<file path="src/rtl/lsu_pkg.sv">
// Shared definitions for the load/store unit: access-type encodings,
// FSM states and the per-type byte-lane footprint.
package lsu_pkg;

    localparam logic [2:0] LSU_B  = 3'b000;
    localparam logic [2:0] LSU_H  = 3'b001;
    localparam logic [2:0] LSU_W  = 3'b010;
    localparam logic [2:0] LSU_BU = 3'b100;
    localparam logic [2:0] LSU_HU = 3'b101;

    typedef enum logic [2:0] {
        S_IDLE,
        S_REQ0,
        S_WAIT0,
        S_REQ1,
        S_WAIT1,
        S_DONE
    } state_e;

    // Byte enables of an access at offset 0; all-zero marks an illegal type.
    function automatic logic [3:0] type_be(input logic [2:0] t);
        logic [3:0] be;
        case (t)
            LSU_B, LSU_BU: be = 4'b0001;
            LSU_H, LSU_HU: be = 4'b0011;
            LSU_W:         be = 4'b1111;
            default:       be = 4'b0000;
        endcase
        return be;
    endfunction

    function automatic logic type_legal(input logic [2:0] t);
        return type_be(t) != 4'b0000;
    endfunction

endpackage

</file>
<file path="src/rtl/lsu_align.sv">
// Combinational lane steering: byte enables and write data for both beats,
// and extraction plus sign/zero extension of the load result.
module lsu_align
    import lsu_pkg::*;
(
    input  logic [2:0]  op_type,
    input  logic [1:0]  offset,
    input  logic [31:0] wdata,
    input  logic [31:0] rdata0,
    input  logic [31:0] rdata1,
    output logic        split,
    output logic [3:0]  be0,
    output logic [3:0]  be1,
    output logic [31:0] wdata0,
    output logic [31:0] wdata1,
    output logic [31:0] ld_data
);

    logic [3:0]  be_sz;
    logic [31:0] wmask;
    logic [4:0]  sh;
    logic [7:0]  be_wide;
    logic [63:0] wd_wide;
    logic [31:0] ld_word;

    // Two beats viewed as one 64-bit window: beat 1 is simply the upper half.
    always_comb begin
        be_sz   = type_be(op_type);
        wmask   = {{8{be_sz[3]}}, {8{be_sz[2]}}, {8{be_sz[1]}}, {8{be_sz[0]}}};
        sh      = {offset, 3'b000};
        be_wide = {4'b0000, be_sz} << offset;
        wd_wide = {32'h0, wdata & wmask} << sh;
        ld_word = 32'({rdata1, rdata0} >> sh);
        split   = |be_wide[7:4];
        be0     = be_wide[3:0];
        be1     = be_wide[7:4];
        wdata0  = wd_wide[31:0];
        wdata1  = wd_wide[63:32];
        case (op_type)
            LSU_B:   ld_data = {{24{ld_word[7]}}, ld_word[7:0]};
            LSU_H:   ld_data = {{16{ld_word[15]}}, ld_word[15:0]};
            LSU_W:   ld_data = ld_word;
            LSU_BU:  ld_data = {24'h0, ld_word[7:0]};
            LSU_HU:  ld_data = {16'h0, ld_word[15:0]};
            default: ld_data = 32'h0;
        endcase
    end

endmodule

</file>
<file path="src/rtl/lsu.sv">
// Load/store unit: one operation at a time, split into up to two word beats
// on a req/gnt + rvalid memory bus, with a per-beat timeout.
module lsu
    import lsu_pkg::*;
#(
    parameter int TIMEOUT = 16
) (
    input  logic        clk,
    input  logic        reset,
    input  logic        lsu_valid,
    output logic        lsu_ready,
    input  logic        lsu_we,
    input  logic [2:0]  lsu_type,
    input  logic [31:0] lsu_addr,
    input  logic [31:0] lsu_wdata,
    output logic        lsu_done,
    output logic [31:0] lsu_rdata,
    output logic        lsu_err,
    output logic        mem_req,
    input  logic        mem_gnt,
    output logic        mem_we,
    output logic [31:0] mem_addr,
    output logic [3:0]  mem_be,
    output logic [31:0] mem_wdata,
    input  logic        mem_rvalid,
    input  logic [31:0] mem_rdata
);

    localparam int CW = $clog2(TIMEOUT + 1);

    state_e        state, state_nx;
    logic          op_we, err_q;
    logic [2:0]    op_type;
    logic [31:0]   op_addr, op_wdata, rd0, rd1;
    logic [CW-1:0] cnt;
    logic          split;
    logic [3:0]    be0, be1;
    logic [31:0]   wd0, wd1, ld_data, word0;
    logic          busy, event_ok, expired;

    lsu_align u_align (
        .op_type (op_type),
        .offset  (op_addr[1:0]),
        .wdata   (op_wdata),
        .rdata0  (rd0),
        .rdata1  (rd1),
        .split   (split),
        .be0     (be0),
        .be1     (be1),
        .wdata0  (wd0),
        .wdata1  (wd1),
        .ld_data (ld_data)
    );

    assign word0    = {op_addr[31:2], 2'b00};
    assign busy     = state inside {S_REQ0, S_WAIT0, S_REQ1, S_WAIT1};
    assign event_ok = ((state == S_REQ0 || state == S_REQ1) && mem_gnt) ||
                      ((state == S_WAIT0 || state == S_WAIT1) && mem_rvalid);
    // The awaited handshake wins over expiry when both land on the last cycle.
    assign expired  = busy && !event_ok && (cnt == CW'(TIMEOUT - 1));

    always_ff @(posedge clk) begin
        if (reset) state <= S_IDLE;
        else       state <= state_nx;
    end

    always_comb begin
        state_nx = state;
        case (state)
            S_IDLE:  if (lsu_valid) state_nx = type_legal(lsu_type) ? S_REQ0 : S_DONE;
            S_REQ0:  if (mem_gnt) state_nx = S_WAIT0;
            S_WAIT0: if (mem_rvalid) state_nx = split ? S_REQ1 : S_DONE;
            S_REQ1:  if (mem_gnt) state_nx = S_WAIT1;
            S_WAIT1: if (mem_rvalid) state_nx = S_DONE;
            S_DONE:  state_nx = S_IDLE;
            default: state_nx = S_IDLE;
        endcase
        if (expired) state_nx = S_DONE;
    end

    always_ff @(posedge clk) begin
        if (reset) begin
            op_we    <= 1'b0;
            op_type  <= 3'b000;
            op_addr  <= 32'h0;
            op_wdata <= 32'h0;
            err_q    <= 1'b0;
            rd0      <= 32'h0;
            rd1      <= 32'h0;
            cnt      <= '0;
        end else begin
            if (state == S_IDLE && lsu_valid) begin
                op_we    <= lsu_we;
                op_type  <= lsu_type;
                op_addr  <= lsu_addr;
                op_wdata <= lsu_wdata;
                err_q    <= !type_legal(lsu_type);
            end
            if (expired) err_q <= 1'b1;
            if (state == S_WAIT0 && mem_rvalid) rd0 <= mem_rdata;
            if (state == S_WAIT1 && mem_rvalid) rd1 <= mem_rdata;
            // The budget covers both the grant and the response of one beat.
            if (state_nx != state && (state_nx == S_REQ0 || state_nx == S_REQ1))
                cnt <= '0;
            else if (busy)
                cnt <= cnt + 1'b1;
        end
    end

    always_comb begin
        lsu_ready = (state == S_IDLE);
        lsu_done  = (state == S_DONE);
        lsu_err   = lsu_done && err_q;
        lsu_rdata = (lsu_done && !op_we && !err_q) ? ld_data : 32'h0;
        mem_req   = 1'b0;
        mem_we    = 1'b0;
        mem_addr  = 32'h0;
        mem_be    = 4'b0000;
        mem_wdata = 32'h0;
        if (state == S_REQ0) begin
            mem_req   = 1'b1;
            mem_we    = op_we;
            mem_addr  = word0;
            mem_be    = be0;
            mem_wdata = op_we ? wd0 : 32'h0;
        end else if (state == S_REQ1) begin
            mem_req   = 1'b1;
            mem_we    = op_we;
            mem_addr  = word0 + 32'd4;
            mem_be    = be1;
            mem_wdata = op_we ? wd1 : 32'h0;
        end
    end

endmodule

</file>
<file path="config.mk">
export PLATFORM = sky130hd
export DESIGN_NAME = lsu
export DESIGN_NICKNAME = d
export VERILOG_FILES = /design/src/rtl/lsu_pkg.sv /design/src/rtl/lsu_align.sv /design/src/rtl/lsu.sv
export SDC_FILE = /design/constraint.sdc
export NUM_CORES = 1
export LEC_CHECK = 0
export BUFFER_PORTS_ARGS = -buffer_cell sky130_fd_sc_hd__buf_4
export CAP_MARGIN = 20
export CORE_AREA = 2 2 119 121
export DETAILED_ROUTE_END_ITERATION = 8
export DIE_AREA = 0 0 121 123
export PLACE_DENSITY_LB_ADDON = 0.2
export RECOVER_POWER = 100
export SYNTH_ARGS = -nofsm -noshare
export SYNTH_HDL_FRONTEND = slang
export SYNTH_SLANG_ARGS = --single-unit
</file>
<file path="constraint.sdc">
create_clock -name clk -period 4.4 [get_ports clk]
set_input_delay 0.22 -clock clk [delete_from_list [all_inputs] [get_ports clk]]
set_output_delay 0.22 -clock clk [all_outputs]
set_load 0.005 [all_outputs]
</file>
; ---- Word level (Yosys, flattened, before mapping)
; Cells that the tools add are included.
[word_totals]
ff_bits = 141
input_bits = 105
output_inout_bits = 105
elab_cells = 95
[op_classes]
n_addsub = 2
n_eq_ne = 17
shifts = 3
n_mux = 31
bitwise_logic = 1
reduce_logical = 32
[op_table]
columns = operator, n
row1 = $mux 32, 7
row2 = $pmux 32 s5, 1
row3 = $shl 32x5->64, 1
row4 = $shr 64x5->32, 1
row5 = $add 32x3->32 const B, 1
row6 = $and 32x32->32, 1
row7 = $mux 3, 8
row8 = $mux 4, 6
row9 = $pmux 4 s3, 2
row10 = $eq 3x3->1 const B, 6
row11 = $eq 3x2->1 const B, 5
row12 = $pmux 3 s5, 1
row13 = $eq 3x1->1 const B, 4
row14 = $reduce_bool 4->1, 3
row15 = $logic_and 1x1->1, 11
row16 = $reduce_or 2->1, 5
row17 = $logic_not 3->1, 3
row18 = $shl 4x2->8, 1
row19 = $mux 1, 6
row20 = $add 5x1->5 const B, 1
row21 = $eq 5x4->1 const B, 1
row22 = $logic_not 1->1, 4
row23 = $logic_or 1x1->1, 4
row24 = $reduce_or 4->1, 1
row25 = 2 further kinds, 2

; ---- Logic depth before layout (Yosys ltp)
[logic_depth]
ltp_word = 14
depth_mapped = 9
depth_no_buf = 7

; ---- Hierarchy
; From an unflattened synthesis, not the netlist that was laid out.
[unflattened]
hier_cells = 1177
area_unflattened_um2 = 8947.3
[by_module_without_submodules]
columns = module, n_inst, cells_per_inst, area_each_um2, seq_area_each_um2
row1 = lsu, 1, 907, 6732.7, 2822.7
row2 = lsu_align, 1, 270, 2214.6, 0.0

; ---- Worst setup path after synthesis
; No wires, ideal clock.
[synth_path]
kind = register to output
from = reg op_addr[2]
to = out mem_addr[20]
arrival_ps = 1792
slack_ps = 2388
stages_incl_launch_ff = 8
path_buffers = 2
path_cell_list = dfxtp_1 -> ha_1 -> and2_1 -> clkbuf_1 -> nand4_1 -> clkbuf_1 -> or3_2 -> a21oi_1
[synth_between]
elab_chain_cells = 3
[synth_rtl]
columns = element, line_no
row1 = from (decl), lsu.sv:34  ; logic [31:0] op_addr, op_wdata, rd0, rd1;
row2 = from (signal assigned), lsu.sv:95  ; op_addr <= lsu_addr;
row3 = $add 32x3->32, lsu.sv:129  ; mem_addr = word0 + 32'd4;
row4 = $mux 32, lsu.sv:126  ; end else if (state == S_REQ1) begin
row5 = $mux 32, lsu.sv:120  ; if (state == S_REQ0) begin
row6 = to (decl), lsu.sv:22  ; output logic [31:0] mem_addr,
; No other way between the ends.

; ---- Worst setup path in the final report
[layout_path]
from = reg state[1]
to = reg rd0[26]
[layout_between]
elab_chain_cells = 2
[layout_rtl]
columns = element, line_no
row1 = from (decl), lsu.sv:31  ; state_e state, state_nx;
row2 = from (signal assigned), lsu.sv:64  ; else state <= state_nx;
row3 = $eq 3x2->1, lsu.sv:100  ; if (state == S_WAIT0 && mem_rvalid) rd0 <= mem_rdata;
row4 = $logic_and 1x1->1, lsu.sv:100
row5 = to (signal assigned), lsu.sv:100
row6 = to (decl), lsu.sv:34
; No other way between the ends.
; A chain may end at the register's enable or synchronous reset.

==> impl_metrics.toml <==
[run_status]
run_status = "complete, but fails checks"
failed_checks = "capacitance limit, slew limit"

[sta]
fmax_mhz = 276.8
normalized_max_slew_margin_pct = -8.882
setup_viol = 0
tightest_slew_ps = 1621
slew_viol_final = 14
fin_setup_tns_ps = 0
final-hold-violation-count = 0
rsz0062_at_grt = "false"
timing.final.crit_share_pct = 82.10
fin_worst_hold_slack_ps = 40.82
fin_worst_skew_ps = 7.067
min_period_ps = 3613

[power]
clock_power_share_pct = 44.3
comb_power_share_pct = 14.7
worst_ir_drop_vdd_uv = 329.3
internal-power_mw = 2.486
total_power_draw_mw = 3.368
power.net_switching_mw = 0.8819
power_density_nw_per_um2 = 346.2
proportion_of_power_drawn_by_flip_flops_and_latches_pct = 41.0
power_leakage_nw = 3.549
swShare_pct = 26.19

[grt]
grt_max_degree = 98
grt_first_pass_wirelength_um = 36430
number_of_antenna_violations_at_the_first_check_in_global_routing = 0
grt_overflow_total = 0
number_of_global_route_vias_before_repair = 7425
grtUsageTotal_pct = 30.86

[run]
timing.max_cap.violations = 1

[drt]
drt_iter0_drc = 808
wirelength_um = 23330
via_count = 8129
wl_met1_um = 9370
final_routed_drc_violation_total = 0
top_layer = "met4"
viasPerCell = 5.995
drtPass1Iterations = 6
met3_wirelength_um = 2072
ant_nets = 0
post_drt_wl_per_cell_um = 17.21
wl_met2_um = 11200

[cts]
clk_root_buffer_cell = "sky130_fd_sc_hd__clkbuf_16"
post-cts-setup-buffer-count = 0
cts_buffers = 17
htree_num_levels = 4
clkTransAtPathRegs_ps = 60
postCtsResizedCells = 0
clock_sink_count = 133
clock_latency_ps = 420
tritoncts = "done"
cts.path.max_buffers = 2
post_cts_hold_buffer_count = 0

[logic_synthesis]
post_synth_main_area_contributors = "sky130_fd_sc_hd__dfxtp_1, sky130_fd_sc_hd__nand2_1, sky130_fd_sc_hd__a21oi_1"
ffs_latches_synth = 133
yosysTopAreaCellShare_pct = 34.71
number_of_synthesized_flops_with_an_enable_pin = 0
dominantRegCellSynth = "sky130_fd_sc_hd__dfxtp_1"
synth_sequential_area_ratio_pct = 34.71
synthesis.area_per_instance_um2 = 7.527
synth_top_cell_by_area = "sky130_fd_sc_hd__dfxtp_1"
ys_warn_count = 0
post_synth_num_cell_types = 56
syn_std_cell_area_um2 = 7670
post_synth_inst_count = 1019
share_of_flip_flops_with_an_asynchronous_set_or_reset_pct = 0

[floorplan]
initial_core_util_pct = 56.35
dieHeight_um = 123
io_pins = 210
die_width_um = 121
core_region_area_um2 = 13610
floorplan.rows = 43
die_area_um2 = 14880

[setup_path]
cp_num_buf_inv = 2
reg2reg_slack_ps = 790
critPathCaptureType = "flop"
crit_path_max_fanout = 27
rr_startpoint = "state[1]"
startpoint_type = "flop"
r2r_end = "rd0[26]"
timing.critical_path.required_ps = 4740
crit_arrival_ps = 3950
crit_chain = "inv_1, nor3_1, clkbuf_1, nand2_1, a21oi_1"
worst_r2r_path_depth = 5
critical_path.slowest_cell = "sky130_fd_sc_hd__nor3_1"
crit_path_max_incr_delay_ps = 1300
timing.setup.critical_path_class = "reg -> reg"
worst_path_dominant_cell_family = "simple AND/OR/NAND/NOR gates"

[placement]
post-dp-hpwl_um = 15950
placedCellCount = 1327
port_buffers = 207
gpl.final_weighted_congestion = 0.8950

[hold_path]
timing.hold.worst_path_depth = 3
worstHoldEndpoint = "op_addr[0]"
hold_path.class = "in -> reg"
worst_hold_startpoint = "lsu_addr[0]"

[final_layout]
mostFrequentLayoutCells = "sky130_fd_sc_hd__nand2_1, sky130_fd_sc_hd__a21oi_1, sky130_fd_sc_hd__dfxtp_1"
fin_util_pct = 71.47
antenna-diode-count = 0
post_layout_nonfiller_instances = 1356
final_common_cell = "sky130_fd_sc_hd__nand2_1"
area_growth_pct = 26.84
nets = 1275
filler_cell_count = 1179
final_layout_size_suffix_gt1_share_pct = 23.38
## power by group through the flow
stage / sequential [mW] / combinational (mW) / clock (mW)
floorplan: 1.35 / 0.364 / 0
global placement: 1.40 / 0.488 / 0
detailed placement: 1.40 / 0.496 / 0
CTS: 1.38 / 0.499 / 1.50
global route: 1.39 / 0.546 / 1.56
finish: 1.38 / 0.495 / 1.49
## per-layer routing
metal | vias to the layer above | track usage, %
met1 | 3779 | 38.16
met2 | 439 | 52.21
met4 | 0 | 12.21
met3 | 65 | 7.242
li1 | 3846 | -
met5 | - | 0
## worst max path at each step
stage                           from            end  cells after the start
after floorplan           op_addr[2]   mem_addr[20]                      7
after CTS                 op_addr[1]  mem_wdata[18]                      5
after global routing        state[1]        rd0[26]                      5
after global placement      state[1]   mem_addr[30]                      5
final                       state[1]        rd0[26]                      5
after detailed placement  op_addr[1]  mem_wdata[18]                      5
## worst min-delay path: stages
cell,delay (ps)
sky130_fd_sc_hd__buf_4,110
sky130_fd_sc_hd__nand2_1,40
sky130_fd_sc_hd__a21oi_1,50
## stage by stage
| step | cell area [µm²] | worst slack [ps] |
|---|---|---|
| CTS | 9776 | 1064 |
| global route | 9728 | 531.9 |
| detailed placement | 9164 | 1537 |
| global placement | 9164 | 1584 |
| finish | 9728 | 787.4 |
| floorplan | 7674 | 2388 |
## final cells by class
cell class / instances / area [µm²] / share of cell area [%]
multi-input cells: 779 / 4563 / 46.91
flip-flops and latches: 133 / 2668 / 27.42
clock buffers: 24 / 491.7 / 5.055
clock inverters: 4 / 120.1 / 1.235
well taps: 180 / 225.2 / 2.315
repair buffers: 219 / 1597 / 16.41
inverters: 17 / 63.81 / 0.6559
## cells in the mapped netlist (3+ instances only)
cell / instances
sky130_fd_sc_hd__o31ai_1: 5
sky130_fd_sc_hd__o21a_1: 4
sky130_fd_sc_hd__dfxtp_1: 133
sky130_fd_sc_hd__xor2_1: 12
sky130_fd_sc_hd__nand3_1: 20
sky130_fd_sc_hd__a211oi_1: 5
sky130_fd_sc_hd__a32oi_1: 7
sky130_fd_sc_hd__and2_1: 3
sky130_fd_sc_hd__buf_2: 21
sky130_fd_sc_hd__mux4_2: 28
sky130_fd_sc_hd__and3_1: 7
sky130_fd_sc_hd__o21ai_0: 18
sky130_fd_sc_hd__nor2_1: 38
sky130_fd_sc_hd__nor2b_1: 18
sky130_fd_sc_hd__and4_1: 3
sky130_fd_sc_hd__nand4_1: 6
sky130_fd_sc_hd__nand2b_1: 9
sky130_fd_sc_hd__mux2_2: 4
sky130_fd_sc_hd__or4_1: 9
sky130_fd_sc_hd__or3_2: 3
sky130_fd_sc_hd__clkbuf_1: 63
sky130_fd_sc_hd__nor4_1: 3
sky130_fd_sc_hd__a22o_1: 24
sky130_fd_sc_hd__o221ai_1: 16
sky130_fd_sc_hd__or3_1: 9
sky130_fd_sc_hd__a31oi_1: 4
sky130_fd_sc_hd__nor3_1: 3
sky130_fd_sc_hd__mux2i_1: 16
sky130_fd_sc_hd__a21oi_1: 170
sky130_fd_sc_hd__ha_1: 3
sky130_fd_sc_hd__inv_1: 16
sky130_fd_sc_hd__nand2_1: 302
sky130_fd_sc_hd__xnor2_1: 5
## flip-flops by register name (all words and copies together) (netlist names)
signal    flops
rd1          24
op_we         1
op_type       3
rd0          32
op_wdata     32
err_q         1
op_addr      32
state         3
cnt           5
## kinds of logic (layout without fill, tap and decap cells)
kind of cell,count (synthesis),in the layout,synth area share [%]
multiplexers,48,48,10.90
flip-flops,133,133,34.71
adder cells (fa/ha/maj),3,3,0.4894
AND/OR/NAND/NOR,446,446,25.63
buffers and inverters,108,264,5.938
XOR/XNOR,17,17,1.941
other,1,2,0.04889
AO/OA/AOI/OAI,263,263,20.34
(Power assumes the default switching activity.)
